**config.mk**
```make
export PLATFORM = sky130hd
export DESIGN_NAME = flag_stack_register
export DESIGN_NICKNAME = d
export VERILOG_FILES = /design/src/rtl/flag_pkg.sv /design/src/rtl/flag_lifo.sv /design/src/rtl/flag_stack_register.sv
export SDC_FILE = /design/constraint.sdc
export NUM_CORES = 1
export LEC_CHECK = 0
export CAP_MARGIN = 20
export CORE_MARGIN = 5
export CORE_UTILIZATION = 49
export DETAILED_ROUTE_END_ITERATION = 10
export PLACE_DENSITY = 0.82
export RECOVER_POWER = 100
export SETUP_SLACK_MARGIN = 0.15
export SYNTH_ARGS = -nofsm -noshare
export SYNTH_HDL_FRONTEND = slang
export SYNTH_SLANG_ARGS = --single-unit
```
**constraint.sdc**
```tcl
create_clock -name clk -period 3 [get_ports clk]
set_clock_uncertainty 0.2 [all_clocks]
set_input_delay 0.3 -clock clk [delete_from_list [all_inputs] [get_ports clk]]
set_output_delay 0.3 -clock clk [all_outputs]
set_load 0.03 [all_outputs]
```
**src/rtl/flag_pkg.sv**
```systemverilog
// flag_pkg
// Shared definitions for the flag save/restore block:
//   CF, SF, ZF        - bit positions of the flags inside the flag vector
//   NFLAGS_DEFAULT    - default flag count
//   DEPTH_DEFAULT     - default number of save-stack entries
//   stack_op_e        - operation requested from the LIFO by the top level
package flag_pkg;

  localparam int CF = 0;
  localparam int SF = 1;
  localparam int ZF = 2;

  localparam int NFLAGS_DEFAULT = 3;
  localparam int DEPTH_DEFAULT  = 4;

  typedef enum logic [1:0] {
    OP_IDLE = 2'd0,
    OP_PUSH = 2'd1,
    OP_POP  = 2'd2,
    OP_XCHG = 2'd3
  } stack_op_e;

endpackage

```
**src/rtl/flag_lifo.sv**
```systemverilog
// flag_lifo
// Register-array LIFO for saved flag vectors. The caller only issues
// operations that are legal for the current occupancy; no bounds checks here.
// Ports:
//   clk, rst   - clock and synchronous active-high reset (count only)
//   op         - OP_IDLE / OP_PUSH / OP_POP / OP_XCHG
//   wr_data    - value written on push, or into the top entry on exchange
//   top        - entry at count-1, or zero when empty
//   count      - occupied entries, 0..DEPTH
module flag_lifo
  import flag_pkg::*;
#(
  parameter int W     = NFLAGS_DEFAULT,
  parameter int DEPTH = DEPTH_DEFAULT,
  parameter int CW    = $clog2(DEPTH + 1)
) (
  input  logic            clk,
  input  logic            rst,
  input  stack_op_e       op,
  input  logic [W-1:0]    wr_data,
  output logic [W-1:0]    top,
  output logic [CW-1:0]   count
);

  localparam int AW = (DEPTH > 1) ? $clog2(DEPTH) : 1;

  logic [W-1:0]  mem [DEPTH];
  logic [AW-1:0] wr_idx;
  logic [AW-1:0] rd_idx;

  // Push writes the slot at count; pop and exchange act on count-1.
  // Both indices stay below DEPTH whenever they are actually used.
  assign wr_idx = AW'(count);
  assign rd_idx = AW'(count - CW'(1));

  // Entries at or above count are stale and must never reach flags_out.
  assign top = (count != '0) ? mem[rd_idx] : '0;

  always_ff @(posedge clk) begin
    if (rst) begin
      count <= '0;
    end else begin
      case (op)
        OP_PUSH: count <= count + CW'(1);
        OP_POP:  count <= count - CW'(1);
        default: count <= count;
      endcase
    end
  end

  // Storage carries no reset; validity is tracked by count alone.
  always_ff @(posedge clk) begin
    if (!rst) begin
      case (op)
        OP_PUSH: mem[wr_idx] <= wr_data;
        OP_XCHG: mem[rd_idx] <= wr_data;
        default: ;
      endcase
    end
  end

endmodule

```
**src/rtl/flag_stack_register.sv**
```systemverilog
// flag_stack_register
// Flag register with per-flag write enables and a save/restore stack.
// Ports:
//   clk, rst    - clock and synchronous active-high reset
//   flags_in    - new flag values from the ALU
//   flag_we     - per-flag write enable
//   push, pop   - save / restore flags (both together = exchange with top)
//   err_clr     - clears the sticky ovf/unf flags
//   flags_out   - current registered flags
//   full, empty - stack occupancy status, decoded from the registered count
//   count       - occupied stack entries
//   ovf, unf    - sticky overflow (push while full) / underflow (pop while empty)
module flag_stack_register
  import flag_pkg::*;
#(
  parameter int NFLAGS = NFLAGS_DEFAULT,
  parameter int DEPTH  = DEPTH_DEFAULT
) (
  input  logic                         clk,
  input  logic                         rst,
  input  logic [NFLAGS-1:0]            flags_in,
  input  logic [NFLAGS-1:0]            flag_we,
  input  logic                         push,
  input  logic                         pop,
  input  logic                         err_clr,
  output logic [NFLAGS-1:0]            flags_out,
  output logic                         full,
  output logic                         empty,
  output logic [$clog2(DEPTH+1)-1:0]   count,
  output logic                         ovf,
  output logic                         unf
);

  localparam int CW = $clog2(DEPTH + 1);

  stack_op_e          op;
  logic               apply_we;
  logic               load_top;
  logic               set_ovf;
  logic               set_unf;
  logic [NFLAGS-1:0]  top;
  logic [NFLAGS-1:0]  flags_next;

  assign full  = (count == CW'(DEPTH));
  assign empty = (count == '0);

  // Priority decode. A successful pop or exchange owns flags_out for the
  // cycle, so flag_we is dropped; every other case still applies flag_we.
  always_comb begin
    op       = OP_IDLE;
    apply_we = 1'b1;
    load_top = 1'b0;
    set_ovf  = 1'b0;
    set_unf  = 1'b0;
    if (push && pop) begin
      if (!empty) begin
        op       = OP_XCHG;
        apply_we = 1'b0;
        load_top = 1'b1;
      end else begin
        set_unf  = 1'b1;
      end
    end else if (push) begin
      if (!full) begin
        op      = OP_PUSH;
      end else begin
        set_ovf = 1'b1;
      end
    end else if (pop) begin
      if (!empty) begin
        op       = OP_POP;
        apply_we = 1'b0;
        load_top = 1'b1;
      end else begin
        set_unf  = 1'b1;
      end
    end
  end

  always_comb begin
    flags_next = flags_out;
    if (load_top) begin
      flags_next = top;
    end else if (apply_we) begin
      flags_next = (flags_in & flag_we) | (flags_out & ~flag_we);
    end
  end

  // The stack always receives the pre-edge flags_out.
  flag_lifo #(
    .W     (NFLAGS),
    .DEPTH (DEPTH),
    .CW    (CW)
  ) u_lifo (
    .clk     (clk),
    .rst     (rst),
    .op      (op),
    .wr_data (flags_out),
    .top     (top),
    .count   (count)
  );

  always_ff @(posedge clk) begin
    if (rst) begin
      flags_out <= '0;
      ovf       <= 1'b0;
      unf       <= 1'b0;
    end else begin
      flags_out <= flags_next;
      // A new error in the same cycle as err_clr keeps the flag set.
      if (set_ovf)      ovf <= 1'b1;
      else if (err_clr) ovf <= 1'b0;
      if (set_unf)      unf <= 1'b1;
      else if (err_clr) unf <= 1'b0;
    end
  end

endmodule

```
== Yosys cells after proc, flatten, opt, wreduce, memory -nomap -nowiden ==
Memory sizes are Yosys's and may differ from the RTL's.
Cells that the tools add are included.
Operators by class
  add/sub/neg operators: 2
  multipliers: 0
  div/mod/pow operators: 0
  magnitude comparators: 0
  equality and inequality tests: 4
  shift operators: 0
  muxes and demuxes: 36
  bitwise operators: 4
  reduce and logical (&&, ||, !) cells: 8
Operators with widths (count)
  $mux W1: 25
  $mux W2: 6
  $mux W3: 4
  $reduce_bool A2 Y1: 4
  $and A3 B3 Y3: 2
  $pmux W3 S2: 1
  $eq A2 B2 Y1 const B: 2
  $add A3 B1 Y3 const B: 1
  $eq A3 B3 Y1 const B: 1
  $logic_not A3 Y1: 1
  $not A3 Y3: 1
  $or A3 B3 Y3: 1
  $reduce_bool A3 Y1: 1
  $reduce_or A3 Y1: 1
  $sub A3 B1 Y3 const B: 1
  $eq A2 B1 Y1 const B: 1
  $logic_and A1 B1 Y1: 1
Storage, ports and cells
  bits in registers: 8
  latch bits: 0
  bits in writable memories: 12
  ROM bits: 0
  input port bits: 11
  output and inout bits: 10
  logic and storage cells: 59
  memories kept: 1
Memory list
  u_lifo.mem: words 4, bits a word 3, rd ports 1, clocked after Yosys merged registers in 0, write ports 1, line flag_lifo.sv:27  | logic [W-1:0] mem [DEPTH];

== Logic depth before layout (Yosys ltp) ==
Gate-level depths: netlist of the first run.
  depth after elaboration: 11
  depth in mapped cells: 10
  depth with buffers taken out: 8

== Modules after synthesis ==
From an unflattened synthesis of the first run, not the netlist that was laid out.
Second synthesis, totals
  cells, all modules: 83
  area, all modules: 1016.0 sq um
Modules (own cells, without submodules)
  flag_lifo: instances 1, cells each 57, area an instance 763.2 sq um
  flag_stack_register: instances 1, cells each 26, area an instance 252.7 sq um

== Worst setup path before layout of the first run ==
Ideal clock, no wire load.
  kind: register to register
  from: register u_lifo.count[0]
  to: memory u_lifo.mem[0][0] in the netlist's numbering, enable pin
  setup time: 0.319 ns
  data arrival time: 2.003 ns
  data required time: 2.481 ns
  slack: 0.478 ns
  cell stages (with the launch flop): 11
  path buffers: 2
  clock period less this slack: 2.522 ns
  cells stage by stage: dfxtp_1 -> buf_6 -> inv_1 -> ha_1 -> nand2b_1 -> clkbuf_2 -> and2_1 -> ha_1 -> and3_1 -> a21oi_1 -> nor2_1
On the way
  cells in the longest elaborated chain, start to end: 11
  elaborated cells between the ends (all ways): 20
  those cells by class: 1 x add/sub; 3 x eq/ne; 14 x mux; 2 x reduce/logical
Ends and longest elaborated chain
  start: declaration: line flag_lifo.sv:22  | output logic [CW-1:0] count
  start signal: assignment: line flag_lifo.sv:44  | OP_PUSH: count <= count + CW'(1);
  start signal: assignment: line flag_lifo.sv:45  | OP_POP: count <= count - CW'(1);
  start signal: assignment: line flag_lifo.sv:46  | default: count <= count;
  $logic_not A3 Y1: line flag_stack_register.sv:45  | assign empty = (count == '0);
  $mux W2: line flag_stack_register.sv:70  | if (!empty) begin
  $mux W2: line flag_stack_register.sv:69  | end else if (pop) begin
  $mux W2: line flag_stack_register.sv:63  | end else if (push) begin
  $mux W2: line flag_stack_register.sv:55  | if (push && pop) begin
  $eq A2 B2 Y1: line flag_lifo.sv:54  | case (op)
  $mux W1: line flag_lifo.sv:54
  $mux W1: line flag_lifo.sv:53  | if (!rst) begin
  $mux W1 (implied by the code): line flag_lifo.sv:56  | OP_XCHG: mem[rd_idx] <= wr_data;
  $reduce_or A3 Y1 (no source line)
  $mux W2 (no source line) or $mux W1 (tied branches)
  end: declaration: line flag_lifo.sv:27
Parallel ways exist; a longest one is shown, timed or not.

== Worst setup path after layout of the first run ==
  from: register u_lifo.count[1]
  to: output port empty
On the way
  cells in the longest elaborated chain, start to end: 1
Ends and longest elaborated chain
  $logic_not A3 Y1: line flag_stack_register.sv:45
  end: declaration: line flag_stack_register.sv:28  | output logic empty,
Every way passes these cells.

==> metrics.txt, run 1 <==
first-pass GRT wire length between 3000 and 4000 µm; crit share post-route between 80% and 90%; Worst Setup End Kind output port; worst hold slack about 0.29 ns; Worst Path Required 2.50 ns; Crit Path Category reg -> out; hold crit path type reg -> reg; Via density 5.261; Syn Inst Count 86; CP startpoint kind register; dominant cell type by area after synthesis edfxtp_1; DP Wirelength roughly 1500 µm; Rel. slew slack 75.21%; Vias between 700 and 800; die width about 56 µm; final WL just under 2000 µm; final core utilization 64.27%; Max Slew Vio Count 0; Most used DFF post-synth edfxtp_1; Synth async-reset ratio 0%; f_max between 300 and 400 MHz; sequential-to-total area share from yosys stat 51.04%; row count 16; minimum clock period ~2.6 ns; leakage power 0.5061 nW; RSZ-0062 raised after global routing false; die height about 56 µm; DP Cell Count between 100 and 150; Mapped Area a little over 1000 µm²; initial antenna violation count 0; fillcell total approximately 160; number of routed nets with antenna violations 0; grt ovf 0; Starting Density about half; TNS Setup 0 ns; largest net degree at the start of global routing 13; worst ir drop on vdd roughly 560 µV; Clk Latency, worst-skew pair 0.30 ns; maxcap violations 0; drt wl/cell between 10 and 15 µm; clk slew on worst S/H paths around 0.11 ns; worst-path fanout max 8; total chip power 1.142 mW; Final Setup Violations 0; Reg area between 500 and 600 µm²; Yosys cell types 29; I/O Buffers 20; clock tree sinks 20; DRC violation count after routing 0; CTS max path bufs 2; hold buffers post-CTS 0; first-iteration detailed-routing DRC count 6; synthesized area per cell 11.86 µm²; final instance count without filler cells roughly 130; EDFF count, synth 12; final hold viol count 0; Antenna diodes 0; layout cells sized above 1 approximately 14%; fin nets around 120; syn nets approximately 100; status finished clean; Synth top area share a little over a third; most common cell in the netlist edfxtp_1; Commonest cells post-synth 12 x edfxtp_1, 8 x a21oi_1, 8 x dfxtp_1, 8 x nor2_1, 6 x inv_1; Final Wtd Congestion a little under 0.8; multi-input logic area 429.2 µm²; Ports 21; CTS resizes 0; CTS tree built; top cells by area, synth edfxtp_1 35%, dfxtp_1 16%, mux4_2 6.6%; Core Area 1982 µm²; DRT Pass-1 Iters 4; Worst Path Arrival approximately 2.1 ns; area delta synth->final 24.91%; GRT Util Overall between 10% and 20%; vias in the first global route approximately 680; Seq cells post-synth 20; setup bufs post-CTS 0; DIE AREA a little over 3000 µm²; clock buffer count from CTS 3; worst slew pin tran about 0.37 ns; Clock Root Buffer clkbuf_4; Synth warnings 0; Power Density ~900 nW/µm²; H-tree depth 1
## cell type report
type	count	area share [%]
Multi-Input combinational cell	55	33.69
Clock inverter	1	2.358
Timing Repair Buffer	22	16.90
Tap cell	27	2.652
Inverter	6	1.768
Clock buffer	3	1.768
Sequential cell	20	40.86
## cell families (layout without fill, tap and decap cells)
logic type	count (synthesis)	after routing	share of synthesized area [%]
flops	20	20	51.04
compound gates	17	17	11.17
buf+inv	11	32	6.502
xor+xnor	3	3	2.577
simple gates	23	23	11.90
mux	7	7	10.67
fa+ha+maj	5	5	6.135
## per-layer routing
layer / GRT usage [%] / vias up / share of wire, %
li1: - / 349 / -
met1: 17.91 / 330 / 47
met2: 20.78 / 21 / 45
met3: 5.104 / 5 / 6.5
met4: 6.250 / 0 / 1.7
met5: 0 / - / 0
## critical path, stage by stage, from the launching register on
cell and delay, ns:
dfxtp_1 0.45, inv_1 0.09, ha_1 0.23, nand2b_1 0.24, inv_1 0.09, dlygate4sd3_1 0.70
## per-stage QoR
stage / setup WS (ns) / instance area, µm²
2_1_floorplan: 0.4781 / 1020
3_3_place_gp: 0.5647 / 1225
3_5_place_dp: 0.5388 / 1225
4_1_cts: 0.4537 / 1277
5_1_grt: 0.2463 / 1274
6_report: 0.3900 / 1274
## power by group
part / switching, mW / internal [mW] / total, mW
Clock: 0.0817 / 0.135 / 0.217
Sequential: 0.0425 / 0.349 / 0.391
Combinational: 0.302 / 0.231 / 0.534
Total: 0.426 / 0.715 / 1.14
## worst paths after layout
check             cells past startpoint                to  slack, ns             from
setup / recovery                      5             empty       0.39  u_lifo.count[1]
hold / removal                        2               ovf       0.29              ovf
setup reg to reg                      8  u_lifo.mem[0][2]       0.52  u_lifo.count[1]
hold reg to reg                       2               ovf       0.29              ovf
## layout by cell type, fill, tap and decap left out, types with 4 or more instances in the layout
master	count
ha_1	5
edfxtp_1	12
nand3_1	4
clkdlybuf4s50_1	10
dlygate4sd3_1	10
nor2_1	8
a21oi_1	9
inv_1	6
dfxtp_1	8
No activity file was read; power rests on OpenSTA's default activity.
==> inputs of run 2 (changes only) <==
--- a/config.mk
+++ b/config.mk
@@ -7,9 +7,9 @@
 export LEC_CHECK = 0
 export CAP_MARGIN = 20
 export CORE_MARGIN = 5
-export CORE_UTILIZATION = 49
+export CORE_UTILIZATION = 53
 export DETAILED_ROUTE_END_ITERATION = 10
-export PLACE_DENSITY = 0.82
+export PLACE_DENSITY = 0.87
 export RECOVER_POWER = 100
 export SETUP_SLACK_MARGIN = 0.15
 export SYNTH_ARGS = -nofsm -noshare
==> constraint.sdc (replaced) <==
create_clock -name clk -period 3.2 [get_ports clk]
set_clock_uncertainty 0.2 [all_clocks]
set_input_delay 0.32 -clock clk [delete_from_list [all_inputs] [get_ports clk]]
set_output_delay 0.32 -clock clk [all_outputs]
set_load 0.03 [all_outputs]
==> run 2 against run 1 <==
Compared with the run above: sequential power fell by 2%; setup slack improved by 0.064 ns; total power fell by 14%; sequential cell count stayed put; hold slack better by 0.0080 ns; combinational power decreased by 10%; die area down 6.2%; utilization grew 4.8 points; clock power decreased by 44%; critical path depth unchanged; wire length down 6.1%; critical path type unchanged; largest cell class unchanged; largest power group unchanged; highest routed layer unchanged.
==> metrics.txt, run 2 (same netlist as run 1, synthesis figures left out) <==
TNS Setup 0 ns (unchanged); final hold viol count 0 (unchanged); layout cells sized above 1 11.43% (-2.6 points); Ports 21 (unchanged); worst ir drop on vdd 392.2 µV (-29%); final WL 1823 µm (-6.1%); CTS max path bufs 2 (unchanged); hold crit path type reg -> reg; Worst Setup End Kind output port; minimum clock period ~2.7 ns; die height 53.87 µm (-3.2%); clock buffer count from CTS 3 (unchanged); first-iteration detailed-routing DRC count 17 (+11); initial antenna violation count 0 (unchanged); Via density 5.331 (+1.3%); final instance count without filler cells 130 (-3.0%); Final Setup Violations 0 (unchanged); Hold Startpoint ovf; DRT Pass-1 Iters 3 (-1); DIE AREA 2901 µm² (-6.2%); CP startpoint kind register; Core Area 1783 µm² (-10%); Final Wtd Congestion 0.7002 (-12%); final core utilization 69.05% (+4.8 points); status finished clean; total chip power 0.9822 mW (-14%); DP Wirelength 1394 µm (-4.8%); row count 15 (-1); I/O Buffers 20 (unchanged); r2r startpoint u_lifo.count[0]; Vias 693 (-1.7%); Clock Root Buffer clkbuf_4; maxcap violations 0 (unchanged); GRT Util Overall 14.34% (+0.43 points); worst-path fanout max 12 (+4); f_max between 300 and 400 MHz; Rel. slew slack 75.52% (+0.31 points); die width 53.87 µm (-3.2%); Worst Path Required 2.68 ns (+0.18 ns); Worst Path Arrival 2.23 ns (+0.12 ns); drt wl/cell 14.02 µm (-3.2%); largest net degree at the start of global routing 13 (unchanged); Max Slew Vio Count 0 (unchanged); Crit Path Category reg -> out; fin nets 122 (-1.6%); crit share post-route between 80 and 90%; fin worst setup slack 0.4541 ns (+0.06408 ns); commonest non-fill, non-tap cell in the layout edfxtp_1; DP Cell Count 126 (-3.1%); clk slew on worst S/H paths 0.11 ns (about the same); vias in the first global route 639 (-6.6%); commonest cells after routing, fill and taps aside 12 x edfxtp_1, 10 x clkdlybuf4s50_1, 10 x dlygate4sd3_1; CTS tree built; first-pass GRT wire length 2870 µm (-14%); setup bufs post-CTS 0 (unchanged); Starting Density 57.19% (+5.7 points); RSZ-0062 raised after global routing false; area delta synth->final 20.74%; clock tree sinks 20 (unchanged); Antenna diodes 0 (unchanged); crit path launch u_lifo.count[0]; worst slew pin tran 0.3661 ns (-0.004635 ns); DRC violation count after routing 0 (unchanged); Power Density 797.8 nW/µm² (-11%); H-tree depth 1 (unchanged); number of routed nets with antenna violations 0 (unchanged); Post-Place Worst Slack 0.4339 ns (-0.1049 ns); Clk Latency, worst-skew pair 0.30 ns (about the same); leakage power 0.4858 nW (-4.0%); grt ovf 0 (unchanged)
-- run 2: cell count changes in the layout (fill, tap and decap cells not counted), sizes merged --
cell	change
buf	-2
bufinv	-1
clkinv	+1
-- run 2: power breakdown --
| group | internal, mW | total [mW] | switching (mW) |
|---|---|---|---|
| registers | 0.328 | 0.382 | 0.0542 |
| logic | 0.209 | 0.479 | 0.270 |
| clock network | 0.0455 | 0.121 | 0.0752 |
| total | 0.583 | 0.982 | 0.399 |
-- run 2: critical path, cell delays in order (launching register included) --
cell	delay, ns
dfxtp_2	0.49
inv_1	0.15
ha_1	0.27
nand2b_1	0.22
inv_1	0.08
dlygate4sd3_1	0.70
-- run 2: routing by layer --
layer  vias up  part of all wire (%)  GRT usage (%)
li1        342                     -              -
met1       327                    46          18.18
met2        20                    45          21.57
met3         4                   6.6          4.709
met4         0                   2.0          7.660
met5         -                     0              0
-- run 2: final cells by class --
type                       instances  area [µm²]
clock buffer                       3       22.52
inverter                           6       22.52
fill                             137       551.8
tap                               25       31.28
clock inverter                     1       3.754
sequential                        20       521.8
multi-input combinational         55       429.2
timing repair buffer              20       200.2
-- run 2: through the flow --
step | area (µm²) | hold WS, ns
floorplan | 1020 | 0.2810
global placement | 1207 | 0.2565
detailed placement | 1207 | 0.2872
CTS | 1234 | 0.3039
global route | 1231 | 0.3268
finish | 1231 | 0.2949
-- run 2: final timing paths --
kind	endpoint	slack, ns	cells past startpoint
worst max-delay path	empty	0.45	5
worst min-delay path	ovf	0.29	2
worst max register to register	u_lifo.mem[0][1]	0.58	8
worst min register to register	ovf	0.29	2
-- run 2: repair_timing --
action | in CTS | in global routing
hold endpoints to repair | 0 | 0
gates resized for setup | 0 | 1
hold buffers | 0 | 0
endpoints found under the setup margin | 0 | 1
